==> src/rtl/pipelined_addsub.sv <==
// Carry-pipelined adder/subtractor: one CW-bit chunk per stage, carry registered
// between stages, valid/ready handshake with full backpressure.
module pipelined_addsub #(
  parameter int WIDTH  = 12,
  parameter int STAGES = 3
) (
  input  logic             clk,
  input  logic             rst_n,
  input  logic             in_valid,
  output logic             in_ready,
  input  logic [WIDTH-1:0] a,
  input  logic [WIDTH-1:0] b,
  input  logic             cin,
  input  logic             sub,
  output logic             out_valid,
  input  logic             out_ready,
  output logic [WIDTH-1:0] sum,
  output logic             cout,
  output logic             ovf,
  output logic             zero
);
  localparam int CW = WIDTH / STAGES;

  logic              adv;
  logic [STAGES-1:0] vld_d, vld_q;
  // x*: values entering each stage (stage 0 fed from the ports, stage k from register k-1)
  logic [WIDTH-1:0]  xa [STAGES];
  logic [WIDTH-1:0]  xb [STAGES];
  logic [WIDTH-1:0]  xs [STAGES];
  logic              xc [STAGES];
  logic [WIDTH-1:0]  a_d [STAGES];
  logic [WIDTH-1:0]  b_d [STAGES];
  logic [WIDTH-1:0]  s_d [STAGES];
  logic              c_d [STAGES];
  logic [WIDTH-1:0]  a_q [STAGES];
  logic [WIDTH-1:0]  b_q [STAGES];
  logic [WIDTH-1:0]  s_q [STAGES];
  logic              c_q [STAGES];
  logic [CW:0]       chunk;
  logic              msb_cin;
  logic [WIDTH-1:0]  sum_d, sum_q;
  logic              cout_d, cout_q, ovf_d, ovf_q, zero_d, zero_q;

  always_comb begin
    adv      = !vld_q[STAGES-1] || out_ready;
    xa[0]    = a;
    xb[0]    = sub ? ~b : b;
    xc[0]    = sub | cin;
    xs[0]    = '0;
    vld_d[0] = in_valid;
    for (int k = 1; k < STAGES; k++) begin
      xa[k]    = a_q[k-1];
      xb[k]    = b_q[k-1];
      xc[k]    = c_q[k-1];
      xs[k]    = s_q[k-1];
      vld_d[k] = vld_q[k-1];
    end
    chunk = '0;
    for (int k = 0; k < STAGES; k++) begin
      chunk = {1'b0, xa[k][k*CW +: CW]} + {1'b0, xb[k][k*CW +: CW]} + {{CW{1'b0}}, xc[k]};
      a_d[k] = xa[k];
      b_d[k] = xb[k];
      s_d[k] = xs[k];
      s_d[k][k*CW +: CW] = chunk[CW-1:0];
      c_d[k] = chunk[CW];
    end
    sum_d   = s_d[STAGES-1];
    cout_d  = c_d[STAGES-1];
    // carry into the MSB recovered from the MSB sum bit and its two operand bits
    msb_cin = xa[STAGES-1][WIDTH-1] ^ xb[STAGES-1][WIDTH-1] ^ sum_d[WIDTH-1];
    ovf_d   = msb_cin ^ cout_d;
    zero_d  = (sum_d == '0);
  end

  // control and result registers
  always_ff @(posedge clk or negedge rst_n) begin
    if (!rst_n) begin
      vld_q  <= '0;
      sum_q  <= '0;
      cout_q <= 1'b0;
      ovf_q  <= 1'b0;
      zero_q <= 1'b0;
    end else if (adv) begin
      vld_q  <= vld_d;
      sum_q  <= sum_d;
      cout_q <= cout_d;
      ovf_q  <= ovf_d;
      zero_q <= zero_d;
    end
  end

  // inter-stage data registers; bubbles may carry stale data
  always_ff @(posedge clk) begin
    if (adv) begin
      for (int k = 0; k < STAGES - 1; k++) begin
        a_q[k] <= a_d[k];
        b_q[k] <= b_d[k];
        s_q[k] <= s_d[k];
        c_q[k] <= c_d[k];
      end
    end
  end

  assign in_ready  = adv;
  assign out_valid = vld_q[STAGES-1];
  assign sum       = sum_q;
  assign cout      = cout_q;
  assign ovf       = ovf_q;
  assign zero      = zero_q;
endmodule

==> config.mk <==
export PLATFORM = sky130hd
export DESIGN_NAME = pipelined_addsub
export DESIGN_NICKNAME = d
export VERILOG_FILES = /design/src/rtl/pipelined_addsub.sv
export SDC_FILE = /design/constraint.sdc
export NUM_CORES = 1
export LEC_CHECK = 0
export ABC_AREA = 1
export CAP_MARGIN = 20
export CORE_UTILIZATION = 46
export DETAILED_ROUTE_END_ITERATION = 8
export HOLD_SLACK_MARGIN = 0.03
export PLACE_DENSITY = 0.75
export SLEW_MARGIN = 0
export SYNTH_ARGS = -nofsm -noshare
export SYNTH_HDL_FRONTEND = slang
export SYNTH_SLANG_ARGS = --single-unit
export TNS_END_PERCENT = 20
==> constraint.sdc <==
create_clock -name clk -period 1.6 [get_ports clk]
set_clock_uncertainty 0.05 [all_clocks]
set_input_delay 0.32 -clock clk [delete_from_list [all_inputs] [get_ports clk]]
set_output_delay 0.32 -clock clk [all_outputs]
set_load 0.01 [all_outputs]
==> results of run 1 <==
==> repair_timing <==
action,in CTS,in global routing
endpoints found under the setup margin,10,25
buffers inserted,0,0
resized for setup,22,17
pin swaps,7,2
==> logic make-up (layout without fill, tap and decap cells) <==
group	count (synthesis)	after routing	share of synthesized area (%)
AOI/OAI and AO/OA	15	15	3.26
xor gates and xnor gates	17	17	6.06
adders and majority gates	15	15	9.47
buffers and inverters	20	82	4.38
DFF	56	56	64.7
and+or+nand+nor	66	66	12.1
==> where the power goes <==
group	internal, µW	total, µW	switching (µW)
Combinational	785	1580	794
Sequential	2110	2320	206
Clock	303	729	427
Total	3200	4630	1430
==> worst register-to-register path, stage by stage (launching register included) <==
cell and delay (ps):
edfxtp_1 410, fa_2 410, inv_2 60, fa_1 420
nand3_1 80, nor2_1 40, nand3_1 60, nand2_1 50
==> routing by layer <==
metal  GRT usage [%]  vias to the layer above  wire (µm)
met5               0                        -          0
met4            5.66                        0         50
met3            3.75                        5        154
met2            24.8                       37       1700
met1            16.8                      646       1500
li1                -                      748          -
==> sequential cells by signal, summed over array words and instances, names as in the netlist <==
signal,cells
c_q,2
b_q,12
vld_q,3
sum,12
a_q,12
cout,1
s_q,12
zero,1
ovf,1
==> how the worst min path moves through the flow <==
stage	startpoint	endpoint	slack [ps]	cells after the start
detailed placement	a_q[0][9]$_DFFE_PP_	a_q[0][21]$_DFFE_PP_	350	0
floorplan	rst_n	cout$_DFFE_PN0P_	-30	0
finish	rst_n	sum[7]$_DFFE_PN0P_	290	2
CTS	rst_n	sum[5]$_DFFE_PN0P_	290	2
global route	rst_n	sum[5]$_DFFE_PN0P_	310	2
global placement	b_q[0][10]$_DFFE_PP_	b_q[0][22]$_DFFE_PP_	350	0
==> cells in the final DEF (no fill, tap or decap) <==
master / Yosys / final
o21a_1: 2 / 2
xor2_2: 0 / 1
dlygate4sd2_1: 0 / 3
clkbuf_2: 0 / 1
nor2_2: 1 / 1
nand3_1: 10 / 9
xnor2_1: 2 / 1
buf_12: 1 / 2
clkinv_1: 0 / 1
xor2_1: 15 / 14
fa_1: 6 / 2
o21ai_0: 4 / 4
buf_2: 1 / 1
nand2_2: 10 / 10
inv_1: 13 / 12
nor2_4: 1 / 1
fa_2: 0 / 4
buf_4: 0 / 10
o21ai_1: 4 / 4
inv_2: 3 / 4
dfrtp_1: 18 / 18
nand3_2: 0 / 1
clkbuf_8: 0 / 5
dlymetal6s2s_1: 0 / 14
edfxtp_1: 38 / 38
clkdlybuf4s50_1: 0 / 25
or2_4: 0 / 1
ha_1: 9 / 9
nor2_1: 6 / 6
nand2_1: 37 / 37
xnor2_2: 0 / 1
clkinvlp_4: 0 / 2
a21oi_1: 5 / 5
buf_6: 2 / 1
buf_8: 0 / 1
==> cell type report <==
type,instances,area (µm²)
clock inverter,3,18.8
clock buffer,5,68.8
sequential,56,1590
inverter,16,60.1
tap,70,87.6
timing repair buffer,58,603
fill,412,1920
multi-input combinational,113,792
==> metrics by stage <==
| step | TNS (ps) | hold WS, ps | total power [µW] | util (%) |
|---|---|---|---|---|
| finish | -108 | 286 | 4630 | 62.7 |
| global route | -610 | 307 | 4970 | 62.7 |
| global placement | -7860 | 352 | 3960 | 60.1 |
| floorplan | -481 | -25.6 | 3260 | - |
| detailed placement | -8170 | 355 | 4010 | 60.1 |
| CTS | -146 | 294 | 4710 | 61.9 |
==> results by group, run 1 <==
Placed design
  • I/O Buffers: 46
  • Placed instance count: 313
  • Dpl ws: -748 ps
  • Placed Area: 3090 µm²
  • GPL Wtd Cong: 0.825
  • Hpwl dp: 2.71 mm

Timing
  • Final Setup Violations: 2
  • Worst setup margin: -92.5 ps
  • Rel. slew slack: 83.1%
  • Actual slew at the worst max-slew pin: 252 ps
  • Max frequency: 591 MHz
  • Hold Vio Cnt, Final: 0
  • RSZ-0062 raised after global routing: true
  • Tcrit/Tclk final: 106%
  • Max Transition Viols Final: 0
  • Min Tclk post-route: 1690 ps

Power and ir drop
  • Leak: 0.00150 µW
  • Maximum vdd drop: 0.000580 V
  • Cell Pwr Density: 1440 nW/µm²

Die
  • Starting Density: 47.8%
  • Die Wd: 75.1 µm
  • # rows: 26
  • Die Ht: 75.1 µm
  • I/O Pins: 47
  • Die ar.: 5640 µm²
  • Core area: 5140 µm²

Yosys
  • Flip-flop and latch count after synthesis: 56
  • Synth area leader: edfxtp_1
  • Leading post-synthesis cells by cell area: edfxtp_1, dfrtp_1, nand2_1, xor2_1, fa_1
  • Sequential share of the synthesized area: 64.7%
  • Post-Synthesis Cells: 189
  • Share of the synthesized area in the top cell type: 46.4%
  • Synthesized cell area: 2460 µm²
  • Netlist cell types: 22
  • YS warnings: 0
  • Synth Flop Type: edfxtp_1
  • Number of synthesized flops with an enable pin: 38
  • Most frequent cells after synthesis: edfxtp_1, nand2_1, dfrtp_1
  • Syn avg cell area: 13.0 µm²
  • Mapped Nets: 234
  • Most numerous cell in the Yosys netlist: edfxtp_1
  • Async S/R FF share, synth: 32.1%

Route
  • Vias: 1,436
  • Violation count after the first detailed-routing iteration: 71
  • Wire per inst: 10.6 µm
  • Drt pass-1 iters: 3
  • Via density per instance: 4.47
  • Antenna-violating nets left: 0
  • Routed WL: 3.41 mm
  • DRC Markers: 0

Final layout
  • Final #Nets: 295
  • Ratio of cells with drive above 1 in the final layout: 18.7%
  • Antenna diodes: 0
  • Finished Cell Area: 3220 µm²
  • Layout Cells excl Fill: 321
  • Synth-to-layout area growth: 31.0%

Setup path
  • Worst Path Required: 1750 ps
  • CP top delay family: adder cells
  • CP startpoint: c_q[0][1]$_DFFE_PP_
  • Crit Path Max Fanout: 2
  • Reg-to-reg slack, setup: -90 ps
  • Reg2Reg Launch Point: c_q[0][1]$_DFFE_PP_
  • FF-to-FF End: zero$_DFFE_PN0P_
  • Worst path bufs/invs: 1
  • Reg2Reg Depth: 7
  • Crit path depth: 7
  • Critical path's slowest cell: fa_1
  • Critical path's largest stage delay: 420 ps
  • Kind of critical path: reg2reg
  • Critical-path cell list: fa_2 > inv_2 > fa_1 > nand3_1 > nor2_1 > nand3_1 > nand2_1
  • CP Launch Type: register
  • Top cell by count, worst path: nand3_1
  • Worst Setup End Kind: register
  • Critical path arrival: 1850 ps
  • CP endpoint: zero$_DFFE_PN0P_

GRT
  • Vias in the first global route: 1,390
  • Grt ovf: 0
  • Pin count of the biggest net entering global routing: 20
  • Antenna violations before repair: 0
  • Overall routing resource usage: 14.2%
  • Global-route wire length before repair: 5.85 mm

Clock network
  • Clock buffer depth: 2
  • CTS tree: yes
  • Clock slew seen by the registers of the worst setup and hold paths: 90 ps
  • CTS Buf Count: 5
  • Num Clock Sinks: 56
  • Root buffer cell: clkbuf_8
  • Clock latency on the worst-skew pair: 300 ps
  • Hold Buf Count CTS: 0
  • H-Tree Depth: 2

Status
  • Failing checks: negative setup slack
  • Status: complete, but fails checks

Run
  • Maxcap violations: 0

Min path
  • Min-delay worst type: in2async
Power figures use the tool's default switching activity.
==> inputs of run 2 (changes only) <==
PLACE_DENSITY = 0.71   (was 0.75)
clock period = 1.5 ns   (was 1.6 ns; I/O delays follow)
==> results by group, run 2 (same netlist as run 1, synthesis figures left out) <==
Final layout
  • Finished Core Util: 61.9%
  • Most common cell after layout, fill and taps aside: edfxtp_1
  • Final #Nets: 293
  • Ratio of cells with drive above 1 in the final layout: 19.3%
  • Fill cells: 447
  • Commonest cells after routing, fill and taps aside: edfxtp_1, nand2_1, clkdlybuf4s50_1, dlygate4sd2_1, dfrtp_1
  • Antenna diodes: 0
  • Synth-to-layout area growth: 29.5%
  • Layout Cells excl Fill: 319
  • Finished Cell Area: 3180 µm²

Power and ir drop
  • Cell Pwr Density: 1580 nW/µm²
  • Clock network fraction of design power: 19.0%
  • Sw Ratio: 30.5%
  • Leak: 0.00138 µW
  • Logic pwr share: 31.6%
  • Cell-internal power: 3490 µW
  • Seq pwr share: 49.4%
  • Maximum vdd drop: 0.000558 V
  • Total Power: 5020 µW
  • NetSw: 1530 µW

Setup path
  • Worst Path Required: 1650 ps
  • Critical path's slowest cell: fa_2
  • CP Launch Type: register
  • Critical path's largest stage delay: 420 ps
  • Critical path arrival: 1850 ps
  • Kind of critical path: reg2reg
  • Top cell by count, worst path: nand3_1
  • Crit Path Max Fanout: 2
  • Reg2Reg Launch Point: c_q[0][1]$_DFFE_PP_
  • Worst Setup End Kind: register
  • CP startpoint: c_q[0][1]$_DFFE_PP_
  • Critical-path cell list: fa_2 > inv_2 > fa_1 > nand3_1 > nor2_1 > nand3_1 > nand2_1

Clock network
  • Num Clock Sinks: 56
  • Clock buffer depth: 2
  • Clock slew seen by the registers of the worst setup and hold paths: 100 ps
  • H-Tree Depth: 2
  • Hold Buf Count CTS: 0
  • CTS Buf Count: 5
  • CTS tree: yes
  • Root buffer cell: clkbuf_8
  • Clock latency on the worst-skew pair: 300 ps

Route
  • Highest routed metal layer: met4
  • Violation count after the first detailed-routing iteration: 55
  • Via density per instance: 4.49
  • Routed WL: 3.54 mm
  • Vias: 1,433
  • DRC Markers: 0
  • Wire per inst: 11.1 µm
  • Met2 wire len: 1.76 mm
  • WL met3: 130 µm
  • Drt pass-1 iters: 4
  • Wl on met1: 1.59 mm
  • Antenna-violating nets left: 0

Placed design
  • Placed Area: 3050 µm²
  • Hpwl dp: 2.68 mm
  • GPL Wtd Cong: 0.822
  • Placed instance count: 310
  • I/O Buffers: 46

Die
  • Core area: 5140 µm²
  • Starting Density: 47.8%
  • I/O Pins: 47
  • Die Wd: 75.1 µm
  • # rows: 26
  • Die ar.: 5640 µm²
  • Die Ht: 75.1 µm

Timing
  • Tcrit/Tclk final: 113%
  • Min Tclk post-route: 1700 ps
  • Max Transition Viols Final: 0
  • Rel. slew slack: 84.6%
  • Worst setup margin: -202 ps
  • Max frequency: 588 MHz
  • RSZ-0062 raised after global routing: true
  • Final Setup Violations: 9
  • Actual slew at the worst max-slew pin: 230 ps
  • Hold Vio Cnt, Final: 0

GRT
  • Grt ovf: 0
  • Antenna violations before repair: 0
  • Global-route wire length before repair: 5.84 mm
  • Vias in the first global route: 1,339
  • Pin count of the biggest net entering global routing: 29
  • Overall routing resource usage: 14.2%

Min path
  • Min-delay worst type: in2async

Status
  • Status: complete, but fails checks
  • Failing checks: negative setup slack

Run
  • Maxcap violations: 0
run 2: through the flow:
step	worst slack, ps	hold WS (ps)	TNS, ps
2_1_floorplan	-256	-45.6	-922
3_3_place_gp	-805	352	-10650
3_5_place_dp	-834	357	-11240
4_1_cts	-212	270	-775
5_1_grt	-270	289	-1230
6_report	-202	266	-723
run 2: worst max-delay path, delay by kind of cell (launching register included):
family	cells	cell delay, ps
fa+ha+maj	2	840
buf+inv	1	70
flops	1	410
simple gates	4	230
run 2: layout make-up:
cell class / count / area, µm² / area share, %
Timing Repair Buffer: 56 / 519 / 16.3
Tap cell: 70 / 87.6 / 2.75
Multi-Input combinational cell: 113 / 811 / 25.5
Clock buffer: 5 / 68.8 / 2.16
Sequential cell: 56 / 1590 / 50.0
Inverter: 16 / 62.6 / 1.97
Clock inverter: 3 / 42.5 / 1.34
run 2: repair_timing:
item,CTS,global route
pin swaps,11,3
gates cloned,0,0
endpoints found under the hold margin,0,0
setup endpoints to repair,29,15
resized for setup,41,6
setup buffers,1,0
run 2: worst paths after layout:
| path | depth (start not counted) | to | slack (ps) |
|---|---|---|---|
| max in group asynchronous | 2 | cout$_DFFE_PN0P_ | 940 |
| min reg2reg | 0 | a_q[0][21]$_DFFE_PP_ | 380 |
| max reg2reg | 7 | zero$_DFFE_PN0P_ | -200 |
| min | 2 | sum[7]$_DFFE_PN0P_ | 270 |
| max | 7 | zero$_DFFE_PN0P_ | -200 |
| min in group clk | 3 | b_q[0][9]$_DFFE_PP_ | 370 |
run 2: metal layers:
layer	up-vias	track usage (%)
met5	-	0
met4	0	6.92
met3	5	3.35
met2	40	24.1
met1	646	17.1
li1	742	-
run 2: power groups by stage:
stage	clock network [µW]	logic, µW	registers, µW
global placement	0	1670	2510
CTS	978	1590	2480
global route	1030	1790	2540
floorplan	0	905	2570
detailed placement	0	1700	2520
finish	955	1590	2480
